===== config.mk =====
export PLATFORM = sky130hd
export DESIGN_NAME = systolic_tile_sequencer
export DESIGN_NICKNAME = d
export VERILOG_FILES = /design/src/rtl/systolic_tile_sequencer.sv
export SDC_FILE = /design/constraint.sdc
export NUM_CORES = 1
export LEC_CHECK = 0
export ABC_AREA = 0
export CAP_MARGIN = 0
export CORE_ASPECT_RATIO = 1.5
export CORE_MARGIN = 8
export CORE_UTILIZATION = 45
export CTS_CLUSTER_SIZE = 40
export DETAILED_ROUTE_END_ITERATION = 10
export PLACE_DENSITY_LB_ADDON = 0.05
export SLEW_MARGIN = 20
export SYNTH_ARGS = -nofsm -noshare
export SYNTH_HDL_FRONTEND = slang
export SYNTH_SLANG_ARGS = --single-unit

===== constraint.sdc =====
create_clock -name clk -period 12.7 [get_ports clk]
set_input_delay 2.54 -clock clk [delete_from_list [all_inputs] [get_ports clk]]
set_output_delay 2.54 -clock clk [all_outputs]
set_load 0.01 [all_outputs]

===== src/rtl/systolic_tile_sequencer.sv =====
// Sequences one matrix-multiply tile into a continuous_systolic array: accepts k_len A/B vectors,
// skews them into diagonal wavefronts, flushes the array and captures size result rows from c.
module systolic_tile_sequencer #(
  parameter int unsigned data_size   = 16,
  parameter int unsigned size        = 3,
  parameter int unsigned klen_w      = 8,
  parameter int unsigned drain_extra = 0,
  localparam int unsigned row_w      = (size > 1) ? $clog2(size) : 1
) (
  input  logic                      clk,
  input  logic                      reset,
  input  logic                      start,
  input  logic [klen_w-1:0]         k_len,
  input  logic [data_size*size-1:0] a_vec,
  input  logic [data_size*size-1:0] b_vec,
  input  logic                      vec_valid,
  output logic                      vec_ready,
  output logic [data_size*size-1:0] sa_a,
  output logic [data_size*size-1:0] sa_b,
  output logic                      sa_reset_counter,
  input  logic [data_size*size-1:0] sa_c,
  output logic [data_size*size-1:0] c_out,
  output logic                      c_valid,
  output logic [row_w-1:0]          c_row,
  output logic                      busy,
  output logic                      done
);

  localparam int unsigned drain_len = 2 * size - 1 + drain_extra;
  localparam int unsigned cnt_max   = (drain_len > size) ? drain_len : size;
  localparam int unsigned ph_w      = $clog2(cnt_max + 1);
  localparam logic [ph_w-1:0] drain_last  = ph_w'(drain_len - 1);
  localparam logic [ph_w-1:0] result_last = ph_w'(size - 1);

  typedef enum logic [2:0] {StIdle, StLoad, StDrain, StResult, StDone} state_t;

  state_t              state_q;
  logic [klen_w-1:0]   rem_q;
  logic [ph_w-1:0]     phase_q;

  logic                     shift_en;
  logic                     take;
  logic [data_size*size-1:0] enter_a;
  logic [data_size*size-1:0] enter_b;

  assign shift_en = (state_q == StLoad) || (state_q == StDrain);
  assign take     = (state_q == StLoad) && vec_valid;
  // Bubbles and drain cycles push zeros so the array only ever accumulates real products.
  assign enter_a  = take ? a_vec : '0;
  assign enter_b  = take ? b_vec : '0;

  always_ff @(posedge clk or posedge reset) begin
    if (reset) begin
      state_q          <= StIdle;
      rem_q            <= '0;
      phase_q          <= '0;
      vec_ready        <= 1'b0;
      sa_reset_counter <= 1'b0;
      c_out            <= '0;
      c_valid          <= 1'b0;
      c_row            <= '0;
      busy             <= 1'b0;
      done             <= 1'b0;
    end else begin
      sa_reset_counter <= 1'b0;
      done             <= 1'b0;
      c_valid          <= 1'b0;
      c_row            <= '0;
      unique case (state_q)
        StIdle: begin
          if (start) begin
            busy <= 1'b1;
            if (k_len != '0) begin
              state_q          <= StLoad;
              rem_q            <= k_len;
              vec_ready        <= 1'b1;
              sa_reset_counter <= 1'b1;
            end else begin
              state_q <= StDone;
              done    <= 1'b1;
            end
          end
        end
        StLoad: begin
          if (vec_valid) begin
            rem_q <= rem_q - klen_w'(1);
            if (rem_q == klen_w'(1)) begin
              state_q   <= StDrain;
              vec_ready <= 1'b0;
              phase_q   <= '0;
            end
          end
        end
        StDrain: begin
          if (phase_q == drain_last) begin
            state_q <= StResult;
            phase_q <= '0;
            c_out   <= sa_c;
            c_valid <= 1'b1;
            c_row   <= '0;
          end else begin
            phase_q <= phase_q + ph_w'(1);
          end
        end
        StResult: begin
          if (phase_q == result_last) begin
            state_q <= StDone;
            done    <= 1'b1;
          end else begin
            phase_q <= phase_q + ph_w'(1);
            c_out   <= sa_c;
            c_valid <= 1'b1;
            c_row   <= c_row + row_w'(1);
          end
        end
        StDone: begin
          state_q <= StIdle;
          busy    <= 1'b0;
        end
        default: state_q <= StIdle;
      endcase
    end
  end

  for (genvar i = 0; i < size; i++) begin : g_lane
    logic [data_size-1:0] in_a;
    logic [data_size-1:0] in_b;
    assign in_a = enter_a[data_size*(size-i)-1 -: data_size];
    assign in_b = enter_b[data_size*(size-i)-1 -: data_size];

    if (i == 0) begin : g_pass
      assign sa_a[data_size*size-1 -: data_size] = in_a;
      assign sa_b[data_size*size-1 -: data_size] = in_b;
    end else begin : g_dly
      // Lane i needs i register stages to line up on the array diagonal.
      logic [data_size-1:0] a_q [i];
      logic [data_size-1:0] b_q [i];

      always_ff @(posedge clk or posedge reset) begin
        if (reset) begin
          for (int d = 0; d < i; d++) begin
            a_q[d] <= '0;
            b_q[d] <= '0;
          end
        end else if (shift_en) begin
          a_q[0] <= in_a;
          b_q[0] <= in_b;
          for (int d = 1; d < i; d++) begin
            a_q[d] <= a_q[d-1];
            b_q[d] <= b_q[d-1];
          end
        end else begin
          for (int d = 0; d < i; d++) begin
            a_q[d] <= '0;
            b_q[d] <= '0;
          end
        end
      end

      assign sa_a[data_size*(size-i)-1 -: data_size] = a_q[i-1];
      assign sa_b[data_size*(size-i)-1 -: data_size] = b_q[i-1];
    end
  end

endmodule


==> impl_metrics.py, run 1 <==
metrics = {
    "sta": {
        "worst_pin_slew_ns": 0.929,
        "finalSetupTns_ns": 0,
        "setup_viol": 0,
        "fin_crit_ns": 6.60,
        "drv_slew": 0,
        "fmax_mhz": 151,
        "relSlewSlack_pct": 38.0,
        "final-hold-violation-count": 0,
        "fin_skew_ns": 0.0103,
        "period_share_pct": 52.0,
        "rsz0062_at_grt": "no",
    },
    "worst_setup_path": {
        "critPathKind": "in2out",
        "worst-path-stages": 4,
        "critical-path-top-delay-family": "buffers and inverters",
        "required_ns": 10.16,
        "cp.arrival_ns": 4.06,
        "worst-path-buf-inv": 3,
        "crit_fanout": 99,
        "startpoint_type": "input pin",
        "crit_path_end_kind": "output pin",
        "crit_chain": "buf_2 > buf_4 > and3_1 > clkdlybuf4s50_1",
        "cpPeakStageDelay_ns": 0.57,
        "slowest_stage": "clkdlybuf4s50_1",
        "r2r-start": "state_q[0]",
        "worstRegToRegCells": 4,
        "cp-startpoint": "vec_valid",
    },
    "cells_and_area": {
        "layout-drive-gt1-share_pct": 12.0,
        "multiInputGateArea_mm2": 0.00206,
        "diodes": 0,
        "fin_nets": 941,
        "syn2layout_area_growth_pct": 53.3,
        "final_util_pct": 69.8,
        "fillers": 1058,
        "regArea_mm2": 0.00413,
        "stdcell_count": 988,
    },
    "floorplan": {
        "initial_core_util_pct": 45.5,
        "die_h_um": 164,
        "core_mm2": 0.0145,
        "num_rows": 54,
        "fp.dieArea_mm2": 0.0188,
        "io_pins": 307,
        "die_x_um": 115,
    },
    "grt": {
        "first_global_vias": 5330,
        "grt_max_degree": 100,
        "grt_pass1_wl_um": 29300,
        "overflow": 0,
        "antenna_found_initial": 0,
        "gr-usage-all-layers_pct": 20.6,
    },
    "synth": {
        "synth-seq-cells": 165,
        "syn-instance-count": 518,
        "synth_ff_type": "dfrtp_1",
        "avgSynthCellArea_um2": 12.7,
        "yosysWarnings": 0,
        "synth-seq-area-share_pct": 62.7,
        "ys_types": 43,
        "synth_edf_count": 0,
        "syn_nets": 679,
        "synth_area_mm2": 0.00658,
        "ys_async_sr_fraction_pct": 100,
    },
    "worst_hold_path": {
        "min_from": "g_lane[2].g_dly.b_q[22]",
        "hold_class": "reg2reg",
        "hold_depth": 1,
    },
    "cts": {
        "path_clk_slew_ns": 0.07,
        "h-tree-depth": 4,
        "cts_sinks": 165,
        "cts.repair.resized": 0,
        "tritoncts": "yes",
        "postCtsSetupBuffers": 0,
        "cts.path.max_buffers": 2,
        "postCtsHoldBufs": 0,
        "cts_root_buffer": "clkbuf_16",
        "cts_buffers": 17,
        "clk_latency_ns": 0.41,
    },
    "routing": {
        "routed_wl_um": 19200,
        "drtIter0Drc": 260,
        "drt-vias-per-instance": 4.94,
        "ant_nets": 0,
        "drtPass1Iterations": 4,
        "vias": 4885,
        "drc": 0,
        "wl_per_cell_um": 19.4,
    },
    "job": {
        "drv_cap": 0,
    },
    "power": {
        "p_leak_nw": 4.68,
        "peakVddDrop_v": 0.0000871,
        "power.density_mw_per_mm2": 204,
    },
    "placed_design": {
        "dp.cells": 957,
        "io_buffers": 306,
        "gp_congestion": 0.867,
        "dp_hpwl_um": 14700,
    },
    "outcome": {
        "status": "finished clean",
    },
}
==> layer usage <==
layer	wire length (µm)	vias up	global-route usage (%)
met2	10200	240	38.0
met1	6570	2342	19.7
met3	2050	18	9.53
met5	0	-	0
met4	306	0	6.18
li1	-	2285	-
==> path summary, 6_finish.rpt <==
kind                       slack, ns                       to
max                             6.10                 sa_b[41]
min                             0.44                  sa_b[6]
max reg2reg                    10.11                 rem_q[7]
min reg2reg                     0.44                  sa_b[6]
max in group asynchronous       8.61  g_lane[2].g_dly.a_q[18]
min in group asynchronous       2.67  g_lane[1].g_dly.a_q[11]
==> cells in the final DEF, fill, tap and decap left out, types with 2 or more instances in the layout <==
cell and instances:
a21oi_1 12, o211ai_1 3, buf_4 4, o21ai_0 7, and3_1 96, clkdlybuf4s50_1 305
o311ai_0 3, nand2_1 11, nor2_1 13, inv_1 7, and2_1 33, mux2_2 50
nand4_1 2, nor3_1 4, inv_6 7, clkinvlp_4 3, o22ai_1 3, ha_1 5
clkbuf_16 17, nand3_1 2, nand2b_1 4, clkinv_4 3, dfrtp_1 165, xnor2_1 2
or4_4 2, nor4_1 3
==> cells by family (layout without fill, tap and decap cells) <==
logic type,Yosys count,after routing,share of synthesized area [%]
mux,51,51,8.70
fa+ha+maj,5,5,0.950
buf+inv,75,349,6.35
simple gates,181,181,16.8
xor+xnor,2,2,0.266
compound gates,39,39,4.24
flops,165,165,62.7
==> layout make-up <==
cell class                      count  area share (%)
Clock buffer                       17            4.21
Clock inverter                     14            1.16
Inverter                            8           0.347
Multi-Input combinational cell    278            20.4
Sequential cell                   165            40.9
Tap cell                          196            2.43
Timing Repair Buffer              310            30.6
==> where the power goes <==
part           total, mW  switching [mW]  internal (mW)
logic              0.820           0.362          0.457
registers          0.766          0.0911          0.675
clock network      0.471           0.216          0.254
total               2.06           0.670           1.39
==> per-stage QoR <==
step | cell area [µm²] | hold WS, ns | power [mW] | setup slack [ns]
after global placement | 9550 | 0.429 | 1.58 | 6.16
final | 10100 | 0.441 | 2.06 | 6.10
after floorplan | 6580 | 0.428 | 1.22 | 5.70
after detailed placement | 9550 | 0.433 | 1.61 | 6.11
after CTS | 10100 | 0.442 | 2.08 | 6.09
after global routing | 10100 | 0.453 | 2.18 | 5.96
==> cells in the mapped netlist, drive strengths merged, types with 4 or more instances <==
master / instances / area, µm²
dfrtp: 165 / 4130
and3: 96 / 601
mux2: 50 / 563
buf: 41 / 290
and2: 33 / 206
clkbuf: 26 / 97.6
nor2: 14 / 52.6
a21oi: 13 / 65.1
nand2: 11 / 41.3
inv: 8 / 30.0
o21ai: 7 / 35.0
ha: 5 / 62.6
o311ai: 5 / 61.3
nand2b: 4 / 25.0
nor3: 4 / 20.0
nor4: 4 / 40.0
==> flip-flops by register name, summed over array words and instances, names as in the netlist <==
| register | cells |
|---|---|
| c_out | 48 |
| g_lane.g_dly.a_q | 32 |
| g_lane.g_dly.b_q | 32 |
| sa_a | 16 |
| sa_b | 16 |
| rem_q | 8 |
| phase_q | 3 |
| state_q | 3 |
| c_row | 2 |
| busy | 1 |
| c_valid | 1 |
| done | 1 |
| sa_reset_counter | 1 |
| vec_ready | 1 |
No activity file was read; power rests on OpenSTA's default activity.
==> run 2: changes to the inputs <==
- CORE_UTILIZATION: 45 -> 37
- clock period: 12.7 -> 5.6 ns (I/O delays scaled with it)
==> run 2 against run 1 <==
  * Combinational power increased by 130%
  * Critical endpoint is now sa_b[45]
  * Critical path depth unchanged
  * Sequential cell count unchanged
  * Non-clock buffer count increased by 2
  * Total power increased by 130%
  * Routed wire length decreased by 1.0%
  * Global-route usage decreased by 3.7 points
==> impl_metrics.py, run 2 (same netlist as run 1, synthesis figures left out) <==
metrics = {
    "outcome": {
        "status": "finished clean",
    },
    "routing": {
        "routed_wl_um": 19000,
        "drc": 0,
        "drtIter0Drc": 222,
        "wl_per_cell_um": 18.7,
        "drt-vias-per-instance": 4.79,
        "ant_nets": 0,
        "drtPass1Iterations": 4,
        "vias": 4845,
    },
    "sta": {
        "final-hold-violation-count": 0,
        "relSlewSlack_pct": 35.0,
        "fin_skew_ns": 0.0165,
        "worst_pin_slew_ns": 0.975,
        "fmax_mhz": 250,
        "drv_slew": 0,
        "rsz0062_at_grt": "no",
        "fin_crit_ns": 3.99,
        "hold_slack_ns": 0.441,
        "setup_viol": 0,
        "finalSetupTns_ns": 0,
        "period_share_pct": 71.3,
    },
    "floorplan": {
        "core_mm2": 0.0177,
        "io_pins": 307,
        "die_x_um": 125,
        "die_h_um": 179,
        "fp.dieArea_mm2": 0.0224,
        "initial_core_util_pct": 37.2,
        "num_rows": 60,
    },
    "job": {
        "drv_cap": 0,
    },
    "cts": {
        "tritoncts": "yes",
        "cts_root_buffer": "clkbuf_16",
        "cts.repair.resized": 0,
        "path_clk_slew_ns": 0.07,
        "clk_latency_ns": 0.42,
        "h-tree-depth": 4,
        "cts_sinks": 165,
        "postCtsSetupBuffers": 0,
        "cts_buffers": 17,
        "postCtsHoldBufs": 0,
        "cts.path.max_buffers": 2,
    },
    "grt": {
        "gr-usage-met3_pct": 7.55,
        "overflow": 0,
        "grt_max_degree": 82,
        "antenna_found_initial": 0,
        "grt_busiest_layer": "met2",
        "grt_pass1_wl_um": 29600,
        "met1_usage_pct": 17.2,
        "met2_usage_pct": 30.4,
        "first_global_vias": 5391,
        "gr-usage-all-layers_pct": 16.9,
    },
    "placed_design": {
        "dp_hpwl_um": 14500,
        "dp.cells": 980,
        "post_dp_cell_area_mm2": 0.00959,
        "gp_congestion": 0.839,
        "io_buffers": 306,
    },
    "cells_and_area": {
        "largest_reg_flops": 48,
        "regMostFlops": "c_out",
        "fillers": 1479,
        "final_common_cell": "clkdlybuf4s50_1",
        "multiInputGateArea_mm2": 0.00206,
        "diodes": 0,
        "final_util_pct": 57.4,
        "stdcell_count": 1012,
        "syn2layout_area_growth_pct": 54.5,
        "reg_top3": "c_out (48), g_lane.g_dly.a_q (32), g_lane.g_dly.b_q (32)",
        "layout-drive-gt1-share_pct": 12.2,
        "final_cell_mix": "clkdlybuf4s50_1, dfrtp_1, and3_1, mux2_2, and2_1",
        "regArea_mm2": 0.00413,
        "design_area_mm2": 0.0102,
        "fin_nets": 943,
    },
    "power": {
        "switching_share_pct": 32.7,
        "combPwrFrac_pct": 39.5,
        "p_leak_nw": 4.71,
        "intPower_mw": 3.18,
        "power_frac_seq_pct": 36.7,
        "power.density_mw_per_mm2": 464,
        "peakVddDrop_v": 0.000178,
        "clock_power_share_pct": 23.8,
        "switchingPower_mw": 1.54,
    },
    "worst_setup_path": {
        "critPathKind": "reg2out",
        "startpoint_type": "register",
        "required_ns": 4.48,
        "crit_fanout": 81,
        "crit_path_end_kind": "output pin",
        "cp.arrival_ns": 2.87,
    },
    "worst_hold_path": {
        "hold_class": "reg2reg",
    },
}
run 2: cell count changes in the layout (fill, tap and decap cells not counted), sizes merged:
| cell | change |
|---|---|
| inv | +2 |
| clkinvlp | -2 |
| buf | +2 |
| clkbuf | +2 |
| clkinv | -1 |
run 2: area by class of cell:
| cell class | instances | area share (%) |
|---|---|---|
| sequential | 165 | 40.6 |
| timing repair buffer | 312 | 30.5 |
| multi-input combinational | 278 | 20.2 |
| clock buffer | 19 | 4.36 |
| tap | 217 | 2.67 |
| clock inverter | 13 | 1.30 |
| inverter | 8 | 0.344 |
run 2: critical path, stage by stage (launching register included):
cell             delay [ns]
dfrtp_1                0.75
nor3b_2                0.31
buf_4                  0.54
and3_1                 0.25
clkdlybuf4s50_1        0.55
run 2: power groups by stage:
stage	clock [mW]	combinational [mW]	sequential (mW)
6_report	1.12	1.87	1.73
5_1_grt	1.20	2.03	1.78
4_1_cts	1.16	1.90	1.74
3_5_place_dp	0	1.90	1.76
3_3_place_gp	0	1.86	1.74
2_1_floorplan	0	0.955	1.82
run 2: routing by layer:
layer | vias up | routed length, µm | part of all wire, %
li1 | 2293 | - | -
met1 | 2311 | 6830 | 36
met2 | 225 | 10000 | 53
met3 | 16 | 1810 | 9.5
met4 | 0 | 278 | 1.5
met5 | - | 0 | 0
run 2: path summary, 6_finish.rpt:
path	from	to	slack, ns	cells after the start
max in group asynchronous	reset	g_lane[1].g_dly.a_q[8]	3.29	3
hold / removal	g_lane[2].g_dly.b_q[16]	sa_b[0]	0.44	1
min in group asynchronous	reset	c_out[40]	1.18	2
hold reg to reg	g_lane[2].g_dly.b_q[16]	sa_b[0]	0.44	1
setup / recovery	state_q[0]	sa_b[45]	1.61	4
setup reg to reg	state_q[0]	rem_q[7]	3.20	4
run 2: per-stage QoR:
stage / setup WS, ns / power (mW)
after floorplan: 0.0183 / 2.77
after global placement: 1.81 / 3.60
after CTS: 1.58 / 4.80
after detailed placement: 1.72 / 3.65
final: 1.61 / 4.72
after global routing: 1.40 / 5.01
==> run 3: changes to the inputs <==
- clock period: 5.6 -> 3.6 ns (I/O delays scaled with it)
==> run 3 against run 2 <==
  * Hold slack gained 0.00098 ns
  * Sequential share of layout area shrank 0.12 points
  * Critical path type unchanged
  * Clock-buffer cell count shrank 1
  * Critical endpoint is now sa_b[42]
  * Total power grew 56%
  * Worst setup slack lost 1.2 ns
  * Non-clock buffer count grew 2
==> impl_metrics.py, run 3 (same netlist as run 1, synthesis figures left out) <==
metrics = {
    "sta": {
        "fin_crit_ns": 3.21,
        "fmax_mhz": 312,
        "drv_slew": 0,
        "fin_ws_ns": 0.394,
        "fin_skew_ns": 0.0150,
        "final-hold-violation-count": 0,
        "setup_viol": 0,
        "period_share_pct": 89.1,
        "finalSetupTns_ns": 0,
        "relSlewSlack_pct": 35.8,
        "rsz0062_at_grt": "no",
        "worst_pin_slew_ns": 0.962,
    },
    "cts": {
        "tritoncts": "yes",
        "clk_latency_ns": 0.42,
        "cts_sinks": 165,
        "postCtsHoldBufs": 0,
        "h-tree-depth": 4,
        "cts_root_buffer": "clkbuf_16",
        "cts_buffers": 17,
        "postCtsSetupBuffers": 0,
        "cts.repair.resized": 0,
        "cts.path.max_buffers": 2,
        "path_clk_slew_ns": 0.06,
    },
    "cells_and_area": {
        "final_cell_mix": "clkdlybuf4s50_1, dfrtp_1, and3_1, mux2_2, and2_1",
        "final_common_cell": "clkdlybuf4s50_1",
        "syn2layout_area_growth_pct": 54.9,
        "regMostFlops": "c_out",
        "fin_nets": 945,
        "layout-drive-gt1-share_pct": 12.4,
        "final_util_pct": 57.6,
        "reg_top3": "c_out (48), g_lane.g_dly.a_q (32), g_lane.g_dly.b_q (32)",
        "diodes": 0,
        "largest_reg_flops": 48,
        "design_area_mm2": 0.0102,
    },
    "placed_design": {
        "post_dp_cell_area_mm2": 0.00963,
        "gp_congestion": 0.875,
        "io_buffers": 306,
        "place_ws_ns": 0.724,
        "dp_hpwl_um": 15000,
    },
    "worst_setup_path": {
        "crit_fanout": 65,
        "crit_path_end_kind": "output pin",
        "r2r-start": "phase_q[0]",
        "required_ns": 2.88,
        "critPathKind": "reg2out",
        "cp.arrival_ns": 2.49,
        "cp-startpoint": "state_q[0]",
        "startpoint_type": "register",
    },
    "routing": {
        "drt-vias-per-instance": 4.84,
        "drtPass1Iterations": 4,
        "wl_per_cell_um": 19.1,
        "drtIter0Drc": 282,
        "routed_wl_um": 19400,
        "ant_nets": 0,
        "routed.top_layer": "met4",
        "wl_met3_um": 1840,
        "drt-met1-wl_um": 7150,
        "drc": 0,
        "dr_wl_met2_um": 10000,
        "vias": 4907,
    },
    "floorplan": {
        "fp.dieArea_mm2": 0.0224,
        "num_rows": 60,
        "core_mm2": 0.0177,
        "die_h_um": 179,
        "io_pins": 307,
        "die_x_um": 125,
        "initial_core_util_pct": 37.2,
    },
    "grt": {
        "gr-usage-all-layers_pct": 17.2,
        "antenna_found_initial": 0,
        "overflow": 0,
        "grt_max_degree": 66,
        "first_global_vias": 5398,
        "grt_pass1_wl_um": 29800,
    },
    "worst_hold_path": {
        "hold_class": "reg2reg",
        "min_from": "g_lane[2].g_dly.a_q[23]",
    },
    "power": {
        "power.density_mw_per_mm2": 722,
        "p_leak_nw": 4.72,
        "peakVddDrop_v": 0.000453,
    },
    "outcome": {
        "status": "finished clean",
    },
    "job": {
        "drv_cap": 0,
    },
}
==> run 3: final timing paths <==
check / endpoint / cells past startpoint / slack, ns
hold / removal: sa_a[7] / 1 / 0.44
min in group asynchronous: c_out[16] / 2 / 0.74
setup / recovery: sa_b[42] / 5 / 0.39
max in group asynchronous: sa_a[15] / 3 / 2.03
hold reg to reg: sa_a[7] / 1 / 0.44
setup reg to reg: c_out[34] / 6 / 1.51
==> run 3: final cells by class <==
class / instances / area (µm²)
Clock buffer: 18 / 429
Fill cell: 1498 / 7520
Timing Repair Buffer: 314 / 3140
Inverter: 8 / 33.8
Tap cell: 217 / 272
Clock inverter: 14 / 139
Multi-Input combinational cell: 278 / 2060
Sequential cell: 165 / 4130
==> run 3: where the power goes <==
part,internal [mW],switching (mW)
Clock,0.973,0.760
Sequential,2.38,0.286
Combinational,1.63,1.34
Total,4.99,2.38
==> run 3: worst max-delay path: stages, from the launching register on <==
cell             delay, ns
dfrtp_1               0.32
buf_4                 0.23
nor3b_2               0.23
buf_4                 0.46
and3_1                0.24
clkdlybuf4s50_1       0.56
==> run 3: per-stage QoR <==
stage	hold WS (ns)	instances	power (mW)
finish	0.442	1014	7.37
CTS	0.444	1014	7.49
detailed placement	0.432	982	5.72
global placement	0.429	982	5.64
floorplan	0.428	518	4.31
global route	0.461	1014	7.85
==> run 3: layer usage <==
| metal | vias to the layer above | GRT usage (%) |
|---|---|---|
| met1 | 2362 | 17.7 |
| met5 | - | 0 |
| li1 | 2289 | - |
| met3 | 19 | 8.03 |
| met4 | 0 | 5.81 |
| met2 | 237 | 30.6 |
